**src/rtl/riscv_pkg.sv**
```systemverilog
// Shared encodings for the load/store datapath: access sizes and the
// store buffer occupancy state.
package riscv_pkg;

    localparam logic [1:0] SIZE_B = 2'b00;
    localparam logic [1:0] SIZE_H = 2'b01;
    localparam logic [1:0] SIZE_W = 2'b10;
    localparam logic [1:0] SIZE_R = 2'b11;

    typedef enum logic {
        EMPTY = 1'b0,
        FULL  = 1'b1
    } state_t;

endpackage

```
**src/rtl/store_lane_steer.sv**
```systemverilog
// Combinational lane steering for stores: replicates the right-aligned operand
// across byte lanes, builds byte enables and flags illegal alignments.
module store_lane_steer
    import riscv_pkg::*;
(
    input  logic [1:0]  addr,
    input  logic [1:0]  size,
    input  logic [31:0] data,
    output logic [31:0] wdata,
    output logic [3:0]  be,
    output logic        misaligned
);

    always_comb begin
        wdata      = data;
        be         = 4'b0000;
        misaligned = 1'b0;
        case (size)
            SIZE_B: begin
                wdata = {4{data[7:0]}};
                be    = 4'b0001 << addr;
            end
            SIZE_H: begin
                wdata      = {2{data[15:0]}};
                be         = addr[1] ? 4'b1100 : 4'b0011;
                misaligned = addr[0];
            end
            SIZE_W: begin
                be         = 4'b1111;
                misaligned = (addr != 2'b00);
            end
            // Reserved size is never legal; treat it like a misalignment.
            default: misaligned = 1'b1;
        endcase
    end

endmodule

```
**src/rtl/store_write_unit.sv**
```systemverilog
// Store write path: one-entry buffer between execute and the data-memory
// write port, with misalignment rejection and a completed-store counter.
module store_write_unit
    import riscv_pkg::*;
#(
    parameter int ADDR_WIDTH = 32,
    parameter int CNT_WIDTH  = 16
) (
    input  logic                  clk,
    input  logic                  reset,
    input  logic                  req_valid,
    output logic                  req_ready,
    input  logic [ADDR_WIDTH-1:0] req_addr,
    input  logic [31:0]           req_data,
    input  logic [1:0]            req_size,
    output logic                  mem_valid,
    input  logic                  mem_ready,
    output logic [ADDR_WIDTH-1:0] mem_addr,
    output logic [31:0]           mem_wdata,
    output logic [3:0]            mem_be,
    output logic                  misalign_err,
    output logic [ADDR_WIDTH-1:0] err_addr,
    output logic [CNT_WIDTH-1:0]  store_count,
    output state_t                dbg_state
);

    // Handshake: a transfer happens on a rising edge where valid and ready are
    // both high; valid never waits on ready, and ready never looks at valid.

    state_t      state_q, state_d;
    logic [31:0] steer_wdata;
    logic [3:0]  steer_be;
    logic        steer_misaligned;
    logic        accept, load, reject, drain;

    store_lane_steer u_steer (
        .addr       (req_addr[1:0]),
        .size       (req_size),
        .data       (req_data),
        .wdata      (steer_wdata),
        .be         (steer_be),
        .misaligned (steer_misaligned)
    );

    assign mem_valid = (state_q == FULL);
    assign req_ready = (state_q == EMPTY) || mem_ready;
    assign accept    = req_valid && req_ready;
    assign load      = accept && !steer_misaligned;
    assign reject    = accept && steer_misaligned;
    assign drain     = mem_valid && mem_ready;
    assign dbg_state = state_q;

    always_ff @(posedge clk or posedge reset) begin
        if (reset) state_q <= EMPTY;
        else       state_q <= state_d;
    end

    // A reload during drain keeps the buffer full; a reject never fills it.
    always_comb begin
        state_d = state_q;
        if (load)       state_d = FULL;
        else if (drain) state_d = EMPTY;
    end

    always_ff @(posedge clk or posedge reset) begin
        if (reset) begin
            mem_addr  <= '0;
            mem_wdata <= '0;
            mem_be    <= 4'b0000;
        end else if (load) begin
            mem_addr  <= {req_addr[ADDR_WIDTH-1:2], 2'b00};
            mem_wdata <= steer_wdata;
            mem_be    <= steer_be;
        end
    end

    always_ff @(posedge clk or posedge reset) begin
        if (reset) begin
            misalign_err <= 1'b0;
            err_addr     <= '0;
        end else begin
            misalign_err <= reject;
            if (reject) err_addr <= req_addr;
        end
    end

    always_ff @(posedge clk or posedge reset) begin
        if (reset)      store_count <= '0;
        else if (drain) store_count <= store_count + {{(CNT_WIDTH-1){1'b0}}, 1'b1};
    end

endmodule

```
**config.mk**
```make
export PLATFORM = sky130hd
export DESIGN_NAME = store_write_unit
export DESIGN_NICKNAME = d
export VERILOG_FILES = /design/src/rtl/riscv_pkg.sv /design/src/rtl/store_lane_steer.sv /design/src/rtl/store_write_unit.sv
export SDC_FILE = /design/constraint.sdc
export NUM_CORES = 1
export LEC_CHECK = 0
export CORE_MARGIN = 1
export CORE_UTILIZATION = 45
export CTS_BUF_LIST = sky130_fd_sc_hd__clkbuf_16
export CTS_CLUSTER_DIAMETER = 100
export DETAILED_ROUTE_END_ITERATION = 7
export PLACE_DENSITY_LB_ADDON = 0.2
export RECOVER_POWER = 100
export SLEW_MARGIN = 20
export SYNTH_ARGS = -nofsm -noshare
export SYNTH_HDL_FRONTEND = slang
export SYNTH_HIERARCHICAL = 1
export SYNTH_SLANG_ARGS = --single-unit
```
**constraint.sdc**
```tcl
create_clock -name clk -period 5.8 [get_ports clk]
set_input_delay 1.74 -clock clk [delete_from_list [all_inputs] [get_ports clk]]
set_output_delay 1.74 -clock clk [all_outputs]
set_load 0.05 [all_outputs]
```
==> flow_summary_export.csv, run 1 <==
group,metric,value,unit
route,route.met3.wl,1160,µm
power_and_ir_drop,power_density,448,nW/µm²
setup_path,crit_end,"req_ready",
setup_path,critPathBufInv,2,
timing,fin_setup_tns,0,ns
setup_path,cp-startpoint,"mem_ready",
grt,antenna_found_initial,0,
timing,timing.final.crit_share,88.3,%
route,num_vias,3415,
clock_network,post_cts_buffers,0,
clock_network,h-tree-depth,4,
power_and_ir_drop,peakVddDrop,329,µV
grt,grt_pass1_wl,18000,µm
route,drtIter0Drc,120,
setup_path,crit_slowest_cell,"dlygate4sd3_1",
run_status,violations,"capacitance limit, slew limit",
floorplan,die_h,110,µm
placed_design,place.detailed.hpwl,7890,µm
run,cap_violations,2,
synthesis,synth-edff-count,0,
timing,max_freq,195,MHz
synthesis,yosys_most_used_dff,"dfrtp_1",
synthesis,synth_area_leader_cell,"dfrtp_1",
floorplan,dieArea,12100,µm²
route,vias_per_cell,4.98,
timing,relSlewSlack,-103,%
synthesis,synthTopCellsByArea,"dfrtp_1 55%, mux2_2 15%, mux2_4 13%",
timing,setup_violations,0,
setup_path,critPathKind,"in2out",
worst_hold_path,hp-class,"reg2reg",
route,wl,11600,µm
placed_design,place_ws,0.819,ns
floorplan,initial_core_util,46.0,%
setup_path,crit_path_max_incr_delay,0.88,ns
setup_path,ff2ff_path_depth,5,
route,drc,0,
clock_network,cts_resized,0,
run_status,status,"finished with violations",
timing,clock_skew,0.00734,ns
finish,layout-drive-gt1-share,21.0,%
placed_design,place_congestion,0.728,
setup_path,cp_max_fo,4,
synthesis,netlist_area,5250,µm²
grt,grt_max_degree,69,
setup_path,r2r-end,"mem_addr[28]",
setup_path,cp-start-kind,"primary input",
floorplan,core,11400,µm²
setup_path,r2r_slack,3.40,ns
synthesis,yosysWarnings,6,
clock_network,clk_latency,0.41,ns
synthesis,ys_seq_elements,116,
route,detail_route.wl_per_cell,16.9,µm
timing,min_period,5.12,ns
synthesis,synth-seq-area-share,55.3,%
timing,slew_violations,95,
clock_network,clock-root-buffer,"clkbuf_16",
setup_path,worstPathArrival,3.38,ns
placed_design,io_buffer_count,187,
synthesis,synthTopCellsByCount,"116 x dfrtp_1, 68 x mux2_2, 47 x mux2_4",
clock_network,cts_hold_buffers,0,
synthesis,synth.avg_cell_area,15.3,µm²
setup_path,crit_cells,3,
setup_path,worstPathCellList,"dlygate4sd3_1 -> nand2b_4 -> dlygate4sd3_1",
timing,worst_slack,0.676,ns
clock_network,clk_path_buf_depth,2,
timing,worst_pin_slew,3.03,ns
clock_network,cts_tree,"done",
finish,antenna_cells,0,
synthesis,synth_top_area_share,55.3,%
floorplan,boundaryPins,190,
power_and_ir_drop,finalPower,3.35,mW
route,firstDrtPassIters,4,
worst_hold_path,worstHoldStart,"mem_wdata[3]",
synthesis,synthDistinctLibCells,31,
finish,fin_nets,601,
route,final_antenna_net_count,0,
setup_path,cp_top_family,"buffers and inverters",
power_and_ir_drop,leakagePower,3.32,nW
clock_network,clk_pin_slew,0.05,ns
clock_network,numCtsBuffers,17,
grt,overflow,0,
timing,finalHoldViolCount,0,
route,met1_length,4560,µm
setup_path,cp-end-kind,"primary output",
clock_network,clock-sinks,116,
grt,grt_pass1_vias,3524,
synthesis,synth-async-reset-ratio,100,%
finish,syn_to_final_growth,42.5,%
setup_path,crit_required,4.06,ns
worst_hold_path,hold_depth,1,
floorplan,die_w,110,µm
grt,grt.total_usage,20.3,%
setup_path,cp_common_cell,"dlygate4sd3_1",
route,routed.top_layer,"met4",
timing,rsz0062_at_grt,"no",
floorplan,num_rows,39,
route,dr_wl_met2,5730,µm
synthesis,synthCells,343,
setup_path,reg2reg_from,"dbg_state",
synthesis,synth_most_common_cell,"dfrtp_1",
flip-flops by register name (all words and copies together) (netlist names):
signal,count
mem_addr,30
err_addr,32
mem_wdata,32
mem_be,4
misalign_err,1
store_count,16
dbg_state,1
power breakdown:
part	total [mW]	internal (mW)	leakage [nW]	switching (mW)
logic	1.25	0.416	1.63	0.838
clock network	1.01	0.662	0.299	0.351
registers	1.09	0.985	1.40	0.101
total	3.35	2.06	3.32	1.29
routing by layer:
| metal | vias up | track usage (%) |
|---|---|---|
| met5 | - | 0 |
| met4 | 0 | 7.81 |
| met3 | 10 | 10.2 |
| met2 | 122 | 32.0 |
| met1 | 1710 | 23.7 |
| li1 | 1573 | - |
cells by family after synthesis:
group	share of synthesized area, %
adder cells (fa/ha/maj)	0.238
buffers and inverters	5.74
XOR/XNOR	2.50
flip-flops	55.3
multiplexers	29.9
AND/OR/NAND/NOR	4.74
other	0.0714
AO/OA/AOI/OAI	1.52
cell type report:
cell class | count | area (µm²)
timing repair buffer | 194 | 1910
clock buffer | 17 | 425
fill | 896 | 3930
clock inverter | 15 | 150
sequential | 116 | 2900
inverter | 3 | 12.5
multi-input combinational | 198 | 1910
tap | 143 | 179
through the flow:
stage	std cells	util [%]	cell area, µm²	hold WS (ns)
finish	686	65.6	7490	0.474
floorplan	344	-	5260	0.786
detailed placement	654	61.9	7070	0.474
global placement	654	61.9	7070	0.462
global route	686	65.6	7490	0.495
CTS	686	67.0	7650	0.504
placed cells by master (no fill, tap or decap), drive strengths merged:
master and instances:
o21ai 11, inv 6, nor2 5, mux2 115
and4 5, nand2b 2, nand3 5, nand4 3
clkdlybuf4s50 66, bufinv 3, mux2i 10, xor2 7
clkinvlp 2, and3 4, ha 1, conb 2
dlygate4sd3 121, buf 2, a21oi 5, nand2 13
nor3 2, xnor2 8, clkinv 7, dfrtp 116
clkbuf 22
worst min path at each step:
stage                            to  slack [ns]
floorplan           store_count[15]        0.79
global placement    store_count[15]        0.46
detailed placement  store_count[15]        0.47
CTS                    err_addr[23]        0.50
global route          mem_wdata[30]        0.50
finish                 mem_wdata[3]        0.47
Power figures use the tool's default switching activity.
==> run 2: changes to the inputs <==
CORE_ASPECT_RATIO = 0.5   (was not set)
==> flow_summary_export.csv, run 2 (same netlist as run 1, synthesis figures left out) <==
group,metric,value,unit
run_status,status,"finished with violations",
run_status,violations,"capacitance limit, slew limit",
floorplan,boundaryPins,190,
power_and_ir_drop,swShare,38.7,%
clock_network,h-tree-depth,4,
floorplan,core,11200,µm²
setup_path,cp-start-kind,"primary input",
finish,antenna_cells,0,
timing,worst_pin_slew,1.85,ns
setup_path,worstPathArrival,3.39,ns
power_and_ir_drop,leakagePower,3.30,nW
setup_path,cp_max_fo,4,
placed_design,place_congestion,0.789,
clock_network,cts_tree,"done",
clock_network,clk_latency,0.41,ns
placed_design,place.detailed.hpwl,7790,µm
timing,setup_violations,0,
power_and_ir_drop,power_switching,1.30,mW
placed_design,place_ws,0.819,ns
floorplan,initial_core_util,47.0,%
clock_network,clock-root-buffer,"clkbuf_16",
grt,grt_pass1_wl,18500,µm
power_and_ir_drop,peakVddDrop,233,µV
worst_hold_path,hp-class,"reg2reg",
finish,layout_commonest_cell,"dlygate4sd3_1",
placed_design,placed_cell_area,7090,µm²
setup_path,cp_common_cell,"dlygate4sd3_1",
power_and_ir_drop,p_int,2.07,mW
finish,syn_to_final_growth,42.9,%
finish,fill_cells,881,
clock_network,clk_pin_slew,0.05,ns
clock_network,clk_path_buf_depth,2,
clock_network,cts_resized,0,
power_and_ir_drop,combPwrFrac,37.0,%
timing,timing.final.crit_share,88.5,%
route,num_vias,3372,
route,wl,11300,µm
power_and_ir_drop,seqPwrFrac,32.0,%
floorplan,num_rows,27,
grt,grt.total_usage,20.2,%
finish,fin_area,7510,µm²
setup_path,crit_path_max_incr_delay,0.87,ns
grt,grt_pass1_vias,3459,
setup_path,crit_required,4.06,ns
timing,rsz0062_at_grt,"no",
timing,min_period,5.13,ns
route,final_antenna_net_count,0,
power_and_ir_drop,finalPower,3.37,mW
grt,antenna_found_initial,0,
route,drc,0,
floorplan,die_w,155,µm
setup_path,critPathBufInv,2,
setup_path,crit_slowest_cell,"dlygate4sd3_1",
route,detail_route.wl_per_cell,16.1,µm
placed_design,post-place-cells,670,
route,vias_per_cell,4.80,
clock_network,post_cts_buffers,0,
clock_network,cts_hold_buffers,0,
setup_path,critPathKind,"in2out",
floorplan,die_h,78.4,µm
timing,worst_slack,0.667,ns
timing,fin_setup_tns,0,ns
timing,relSlewSlack,-23.4,%
floorplan,dieArea,12100,µm²
run,cap_violations,3,
grt,grt_max_degree,46,
grt,overflow,0,
finish,layoutNonFillerInstCount,702,
placed_design,io_buffer_count,187,
finish,fin_nets,601,
finish,top_regs,"err_addr (32), mem_wdata (32), mem_addr (30)",
setup_path,worstPathCellList,"dlygate4sd3_1 -> nand2b_4 -> dlygate4sd3_1",
power_and_ir_drop,power_density,449,nW/µm²
finish,layout-drive-gt1-share,20.8,%
finish,final_cell_mix,"121 x dlygate4sd3_1, 116 x dfrtp_1, 68 x mux2_2",
timing,max_freq,195,MHz
clock_network,clock-sinks,116,
timing,finalHoldViolCount,0,
timing,slew_violations,102,
power_and_ir_drop,clockPowerShare,31.0,%
setup_path,cp-end-kind,"primary output",
setup_path,cp_top_family,"buffers and inverters",
route,drtIter0Drc,141,
timing,clock_skew,0.00838,ns
route,firstDrtPassIters,4,
clock_network,numCtsBuffers,17,
## run 2: layout make-up
type / instances / area (µm²) / share of cell area [%]
clock buffer: 17 / 425 / 5.67
clock inverter: 15 / 165 / 2.20
inverter: 3 / 12.5 / 0.167
multi-input combinational: 198 / 1900 / 25.3
sequential: 116 / 2900 / 38.7
tap: 159 / 199 / 2.65
timing repair buffer: 194 / 1900 / 25.4
## run 2: metal layers
layer / vias to the layer above / part of all wire [%] / track usage (%)
li1: 1589 / - / -
met1: 1659 / 44 / 25.7
met2: 110 / 47 / 31.7
met3: 14 / 7.5 / 7.51
met4: 0 / 1.0 / 7.13
met5: - / 0 / 0
## run 2: worst reg2reg max path, cell delays in order, from the launching register on
cell	delay [ns]
dfrtp_1	0.45
nand2b_4	0.10
nand3_1	0.58
clkbuf_1	0.77
mux2_2	0.42
## run 2: worst paths after layout
| check | startpoint | to | slack, ns | cells past startpoint |
|---|---|---|---|---|
| max | mem_ready | req_ready | 0.67 | 3 |
| min | store_count[15] | store_count[15] | 0.47 | 1 |
| max reg2reg | dbg_state | err_addr[2] | 3.36 | 4 |
| min reg2reg | store_count[15] | store_count[15] | 0.47 | 1 |
| max in group asynchronous | reset | err_addr[25] | 1.28 | 3 |
| min in group asynchronous | reset | mem_addr[14] | 2.17 | 2 |
## run 2: metrics by stage
step / hold slack [ns] / utilization, %
after global placement: 0.462 / 63.4
after global routing: 0.485 / 67.1
after detailed placement: 0.469 / 63.4
final: 0.474 / 67.1
after CTS: 0.481 / 68.7
after floorplan: 0.786 / -
## run 2: power by group through the flow
stage	Clock [mW]	Sequential [mW]	Combinational (mW)
3_3_place_gp	0	1.10	1.37
4_1_cts	1.07	1.09	1.38
3_5_place_dp	0	1.10	1.38
6_report	1.04	1.08	1.25
2_1_floorplan	0	1.72	0.304
5_1_grt	1.11	1.10	1.30
==> run 3: changes to the inputs <==
HOLD_SLACK_MARGIN = 0.1   (was not set)
==> results of run 3 <==
Same layout as run 2: the final DEF is identical, and so are final timing and power.
